### config.mk
export PLATFORM = sky130hd
export DESIGN_NAME = setscore_ctrl
export DESIGN_NICKNAME = d
export VERILOG_FILES = /design/src/rtl/setscore_ctrl.sv
export SDC_FILE = /design/constraint.sdc
export NUM_CORES = 1
export LEC_CHECK = 0
export CORE_MARGIN = 10
export CORE_UTILIZATION = 60
export DETAILED_ROUTE_END_ITERATION = 8
export MAX_ROUTING_LAYER = met4
export PLACE_DENSITY = 0.84
export REMOVE_ABC_BUFFERS = 1
export SYNTH_ARGS = -nofsm -noshare
export SYNTH_HDL_FRONTEND = slang
export SYNTH_SLANG_ARGS = --single-unit
### constraint.sdc
create_clock -name clk -period 2.42 [get_ports clk]
set_input_delay 0.726 -clock clk [delete_from_list [all_inputs] [get_ports clk]]
set_output_delay 0.726 -clock clk [all_outputs]
set_load 0.005 [all_outputs]
### src/rtl/setscore_ctrl.sv
// Set-score menu controller: conditions the up/down/ok buttons, runs the menu FSM,
// holds the target score and pulses start once the player confirms it.
module setscore_ctrl #(
  parameter int DEBOUNCE_CYCLES = 250000,
  parameter int SCORE_MIN       = 1,
  parameter int SCORE_MAX       = 21,
  parameter int SCORE_DEFAULT   = 5
) (
  input  logic       clk,
  input  logic       reset,
  input  logic       enter_menu,
  input  logic       btn_up_raw,
  input  logic       btn_dn_raw,
  input  logic       btn_ok_raw,
  output logic [4:0] score,
  output logic       menu_active,
  output logic       start
);

  localparam int               CNT_W    = $clog2(DEBOUNCE_CYCLES);
  localparam logic [CNT_W-1:0] CNT_LAST = CNT_W'(DEBOUNCE_CYCLES - 1);
  localparam logic [4:0]       S_MIN    = 5'(SCORE_MIN);
  localparam logic [4:0]       S_MAX    = 5'(SCORE_MAX);
  localparam logic [4:0]       S_DEF    = 5'(SCORE_DEFAULT);

  localparam logic [1:0] IDLE = 2'd0;
  localparam logic [1:0] EDIT = 2'd1;
  localparam logic [1:0] DONE = 2'd2;

  logic [2:0]       btn_raw;
  logic [2:0]       sync_a;
  logic [2:0]       sync_b;
  logic [2:0]       db;
  logic [2:0]       db_q;
  logic [2:0]       press;
  logic [CNT_W-1:0] cnt [3];
  logic [1:0]       state;
  logic [1:0]       state_nxt;
  logic [4:0]       score_nxt;
  logic             btn_up;
  logic             btn_dn;
  logic             btn_ok;

  // Bit order for the conditioned vectors: [0]=up, [1]=down, [2]=ok.
  assign btn_raw = {btn_ok_raw, btn_dn_raw, btn_up_raw};
  assign press   = db & ~db_q;
  assign btn_up  = press[0];
  assign btn_dn  = press[1];
  assign btn_ok  = press[2];

  // The debounced level only follows the synchronised input after it has
  // disagreed for DEBOUNCE_CYCLES consecutive cycles.
  always_ff @(posedge clk) begin
    if (reset) begin
      sync_a <= '0;
      sync_b <= '0;
      db     <= '0;
      db_q   <= '0;
      for (int i = 0; i < 3; i++) begin
        cnt[i] <= '0;
      end
    end else begin
      sync_a <= btn_raw;
      sync_b <= sync_a;
      db_q   <= db;
      for (int i = 0; i < 3; i++) begin
        if (sync_b[i] == db[i]) begin
          cnt[i] <= '0;
        end else if (cnt[i] == CNT_LAST) begin
          db[i]  <= sync_b[i];
          cnt[i] <= '0;
        end else begin
          cnt[i] <= cnt[i] + CNT_W'(1);
        end
      end
    end
  end

  always_comb begin
    state_nxt = state;
    score_nxt = score;
    case (state)
      IDLE: begin
        if (enter_menu) begin
          state_nxt = EDIT;
        end
      end
      EDIT: begin
        if (btn_ok) begin
          state_nxt = DONE;
        end else if (btn_up && !btn_dn) begin
          if (score < S_MAX) begin
            score_nxt = score + 5'd1;
          end
        end else if (btn_dn && !btn_up) begin
          if (score > S_MIN) begin
            score_nxt = score - 5'd1;
          end
        end
      end
      DONE: begin
        state_nxt = IDLE;
      end
      default: begin
        state_nxt = IDLE;
      end
    endcase
  end

  // Outputs are decoded from the next state so they are registered yet line up with the state.
  always_ff @(posedge clk) begin
    if (reset) begin
      state       <= IDLE;
      score       <= S_DEF;
      menu_active <= 1'b0;
      start       <= 1'b0;
    end else begin
      state       <= state_nxt;
      score       <= score_nxt;
      menu_active <= (state_nxt == EDIT);
      start       <= (state_nxt == DONE);
    end
  end

endmodule

======== After elaboration in Yosys (flattened, before gate mapping) ========
Memory sizes are Yosys's and may differ from the RTL's.
Cells that the tools add are included.
word-level totals
  memories ................................ 1
  latch bits .............................. 0
  register bits ........................... 21
  output and inout port bits .............. 7
  bits in writable memories ............... 54
  logic and storage cells ................. 105
  input bits .............................. 6
  ROM bits ................................ 0
memories
  name  words  width  rd ports  clocked after Yosys merged registers in  wr ports  RTL line  RTL
  cnt   3      18     3         0                                        3         36        logic [CNT_W-1:0] cnt [3];
operators by class
  eq/ne operators ......................... 10
  order comparisons ....................... 2
  multiply operators ...................... 0
  muxes and demuxes ....................... 51
  divide/modulo/power cells ............... 0
  bitwise logic cells ..................... 15
  reductions and logical operators ........ 11
  add/subtract/negate cells ............... 5
  shifts and indexed selects .............. 0
operators with widths
  cell                                                            count
  2-to-1 mux 18 bit                                               9
  adder 18 x 1 -> 18 bit (second input constant)                  3
  equality test 18 bit (second input constant)                    3
  2-to-1 mux 1 bit                                                35
  2-to-1 mux 5 bit                                                4
  bitwise OR 1 bit                                                9
  AND reduction 2 bit                                             3
  adder 5 x 1 -> 5 bit (second input constant)                    1
  greater-than comparator 5 x 1 -> 1 bit (second input constant)  1
  < comparator 5 bit (second input constant)                      1
  AND reduction 5 bit                                             1
  subtractor 5 x 1 -> 5 bit (second input constant)               1
  equality test 2 x 1 -> 1 bit (second input constant)            2
  2-to-1 mux 2 bit                                                2
  NOT 1 bit                                                       4
  one-hot mux 2 bit (2 select lines)                              1
  nonzero test 2 bit                                              2
  bitwise AND 3 bit                                               1
  equality test 1 bit                                             3
  NOT 3 bit                                                       1
  equality test 2 bit (second input constant)                     1
  logical AND 1 bit                                               2
  zero test 1 bit                                                 2
  zero test 2 bit                                                 1
  inequality test 2 x 1 -> 1 bit (second input constant)          1

======== Depth between registers and ports, before layout ========
  depth in word-level cells ............... 7
  depth in mapped cells ................... 7
  gate-level depth less buffers ........... 6

======== Worst setup path before layout ========
No wires, ideal clock.
  path type ............................... register -> register
  start ................................... register db[0]
  end ..................................... register score[3]
  arrival ................................. 1.967 ns
  period minus slack after synthesis ...... 2.037 ns
  library setup time ...................... 0.071 ns
  buffers on the path ..................... 0
  slack ................................... 0.383 ns
  cell stages (with the launch flop) ...... 7
  data required time ...................... 2.349 ns
  cells stage by stage .................... dfxtp_1 > nor2b_1 > ha_1 > or3b_1 > a211o_1 > or4_1 > a21oi_1
between the ends
  cells in the longest elaborated chain, start to end .. 5
  elaborated cells between the ends (all ways) .. 9
  classes of those cells .................. eq/ne (1); mux (1); bitwise (1); reduce/logical (6)
ends and longest elaborated chain
  item                                  RTL line  RTL
  start, declared                       33        logic [2:0] db;
  start signal, assigned by index       70        db[i] <= sync_b[i];
  bitwise AND 3 bit (*)                 46        assign press = db & ~db_q;
  zero test 1 bit                       95        end else if (btn_dn && !btn_up) begin
  logical AND 1 bit                     95
  nonzero test 2 bit (no source line)   --
  AND reduction 5 bit (no source line)  --
  end signal, assigned                  119       score <= score_nxt;
  end, declared                         15        output logic [4:0] score,
Every way passes the cells marked *; elsewhere a longest branch is shown, timed or not.
A chain may end at the register's enable or synchronous reset.

======== Final worst setup path ========
Same ends and word-level chain as after synthesis.

==> metrics.yaml <==
status:
  outcome: "complete, no violations"
clock_tree:
  clock_sinks: 75
  h-tree-depth: 3
  clk_path_buf_depth: 2
  cts_tree: "built"
  cts_setup_buffers: 0
  path_clk_slew_ps: 70
  clk_latency_ps: 340
  numCtsBuffers: 9
  ctsResizeCount: 0
  postCtsHoldBufs: 0
  cts-root-buf: "clkbuf_8"
critical_path:
  endpoint_kind: "flop"
  critical_path_class: "flop to flop"
  r2r-end: "score[3]"
  r2r_start: "db[0]"
  path_cells: "nor2b_1, ha_1, or3b_1, a211o_1, or4_1, a21oi_1"
  worstPathRequired_ps: 2700
  ff2ff_path_depth: 6
  cp_slowest_cell: "or4_1"
  worstPathMaxFanout: 10
  arrival_ps: 2460
  worst_path_largest_cell_delay_ps: 530
  crit_path_start_kind: "flop"
  rrSetupSlack_ps: 240
pwr:
  peakVddDrop_uv: 449
  power.leakage_nw: 1.52
  p_per_area_nw_per_um2: 566
  p_total_w: 0.00254
hold_path:
  hold_class: "flop to flop"
  worstHoldStart: "sync_a[2]"
  min_path_cells: 1
  hold_path_end: "sync_b[2]"
cells_and_area:
  final_nets: 455
  area_delta_synth_final_pct: 16.7
  instances_no_fill: 524
  diodes: 0
  drive_above_1_share_pct: 6.49
yosys:
  netlist_area_sq_um: 3850
  synth_top_cell_by_area: "edfxtp_1"
  ys_seq_area_share_pct: 53.0
  synth_top_flop_cell: "edfxtp_1"
  synth-async-reset-ratio_pct: 0
  synth_top_area_share_pct: 42.1
  synth-edff-count: 54
  yosys_register_bits: 75
  synth.avg_cell_area_sq_um: 10.5
  synth_area_leaders: "edfxtp_1 (42%), dfxtp_1 (11%), xnor2_1 (8.4%)"
  synth_cell_type_count: 45
  yosys_warnings: 0
  yosysMostFrequentCell: "nor2_1"
  netlist_top_cells_count: "nor2_1 (64), edfxtp_1 (54), xnor2_1 (37)"
  synthCells: 365
sta:
  hold_ws_ps: 445
  rsz0062_at_grt: "no"
  fin_ws_ps: 243
  worst_pin_slew_ps: 655
  finClkSkew_ps: 10.4
  fmax_ghz: 0.459
  slew_headroom_pct: 55.9
  fin_setup_tns_ps: 0
  finalCritPeriodShare_pct: 90.0
  finalSetupViolCount: 0
  hold_viol: 0
  drv_slew: 0
  min_period_ps: 2180
placed_design:
  dp.cells: 508
  dp_slack_ps: 143
  dpl.hpwl_mm: 5.05
  place.gp.congestion: 0.802
  port_buffers: 12
floorplanning:
  start_util_pct: 61.3
  die_w_um: 100
  fp.coreArea_sq_um: 6280
  row_count: 29
  die_h_um: 100
  dieArea_sq_um: 10000
  pin_count: 13
routing:
  vias: 2881
  detail-route-antenna-nets: 0
  drc: 0
  wl_mm: 6.99
  drt-wirelength-per-cell_um: 13.3
  routed_via_density: 5.50
  drt_iter0_markers: 127
  first_pass_iters: 4
grt:
  grt_pass1_vias: 2757
  grt_start_max_net_pins: 18
  grt_pass1_wl_mm: 12.1
  overflow: 0
  grt_usage_pct: 15.1
  grt_antenna_before_repair: 0
job:
  drv_cap: 0
-- power breakdown --
| part | internal (W) | switching [W] | total (W) |
|---|---|---|---|
| clock | 0.000528 | 0.000423 | 0.000951 |
| sequential | 0.00142 | 0.0000521 | 0.00147 |
| combinational | 0.0000523 | 0.0000634 | 0.000116 |
| total | 0.00200 | 0.000539 | 0.00254 |
-- layout make-up --
class	count	area [sq um]
Sequential cell	75	2040
Multi-Input combinational cell	323	1920
Tap cell	77	96.3
Timing Repair Buffer	20	180
Fill cell	467	1790
Clock buffer	16	203
Inverter	13	48.8
-- metrics by stage --
step / utilization, % / cell area [sq um]
after floorplan: - / 4010
after global placement: 68.3 / 4290
after detailed placement: 68.3 / 4290
after CTS: 71.6 / 4490
after global routing: 71.6 / 4490
final: 71.6 / 4490
-- per-layer routing --
metal  GRT usage (%)  vias to the layer above  part of all wire [%]
li1                -                     1444                     -
met3            4.74                       15                   5.2
met5               -                        -                     0
met2            23.7                       69                    49
met1            17.7                     1353                    44
met4            6.52                        0                   1.6
-- worst max-delay path, delay by kind of cell (launching register included) --
kind / cells / cell delay, ps
flip-flops: 1 / 350
AO/OA/AOI/OAI: 2 / 490
adder cells (fa/ha/maj): 1 / 240
AND/OR/NAND/NOR: 3 / 1040
-- sequential cells by signal, indices dropped and copies added, names as in the netlist --
register / count
db: 3
menu_active: 1
db_q: 3
cnt: 54
state: 2
sync_a: 3
start: 1
sync_b: 3
score: 5
-- cell families after synthesis --
kind of cell | Yosys count | share of synthesized area, %
other cells | 1 | 0.0974
buf+inv | 20 | 2.21
flops | 75 | 53.0
xor+xnor | 47 | 10.7
fa+ha+maj | 7 | 2.27
simple gates | 183 | 25.0
mux | 4 | 1.10
compound gates | 28 | 5.59
-- placed cells by master (no fill, tap or decap), types with 3 or more instances in the layout --
cell type / n
nand4_1: 16
conb_1: 54
dfxtp_1: 21
nand2_1: 11
and3_1: 4
clkbuf_1: 4
nand3_1: 21
xor2_1: 10
inv_1: 12
o21ai_0: 5
or3_1: 4
o31ai_1: 4
nor4b_1: 4
xnor2_1: 37
nor2b_1: 14
and4_1: 3
nor3_1: 10
or4_1: 4
nor2_1: 64
buf_4: 8
edfxtp_1: 54
ha_1: 7
clkbuf_8: 10
nor4_1: 21
clkdlybuf4s50_1: 12
a21oi_1: 7
-- worst max path at each step --
stage	cells past startpoint	from	slack, ps	end
after floorplan	4	cnt[0][0]	270	cnt[0][10]
after global placement	5	reset	270	cnt[2][10]
after detailed placement	3	reset	140	menu_active
after CTS	6	db[0]	240	score[3]
after global routing	6	db[0]	120	score[3]
final	6	db[0]	240	score[3]
Note: power is estimated with default switching activity, not from simulation.
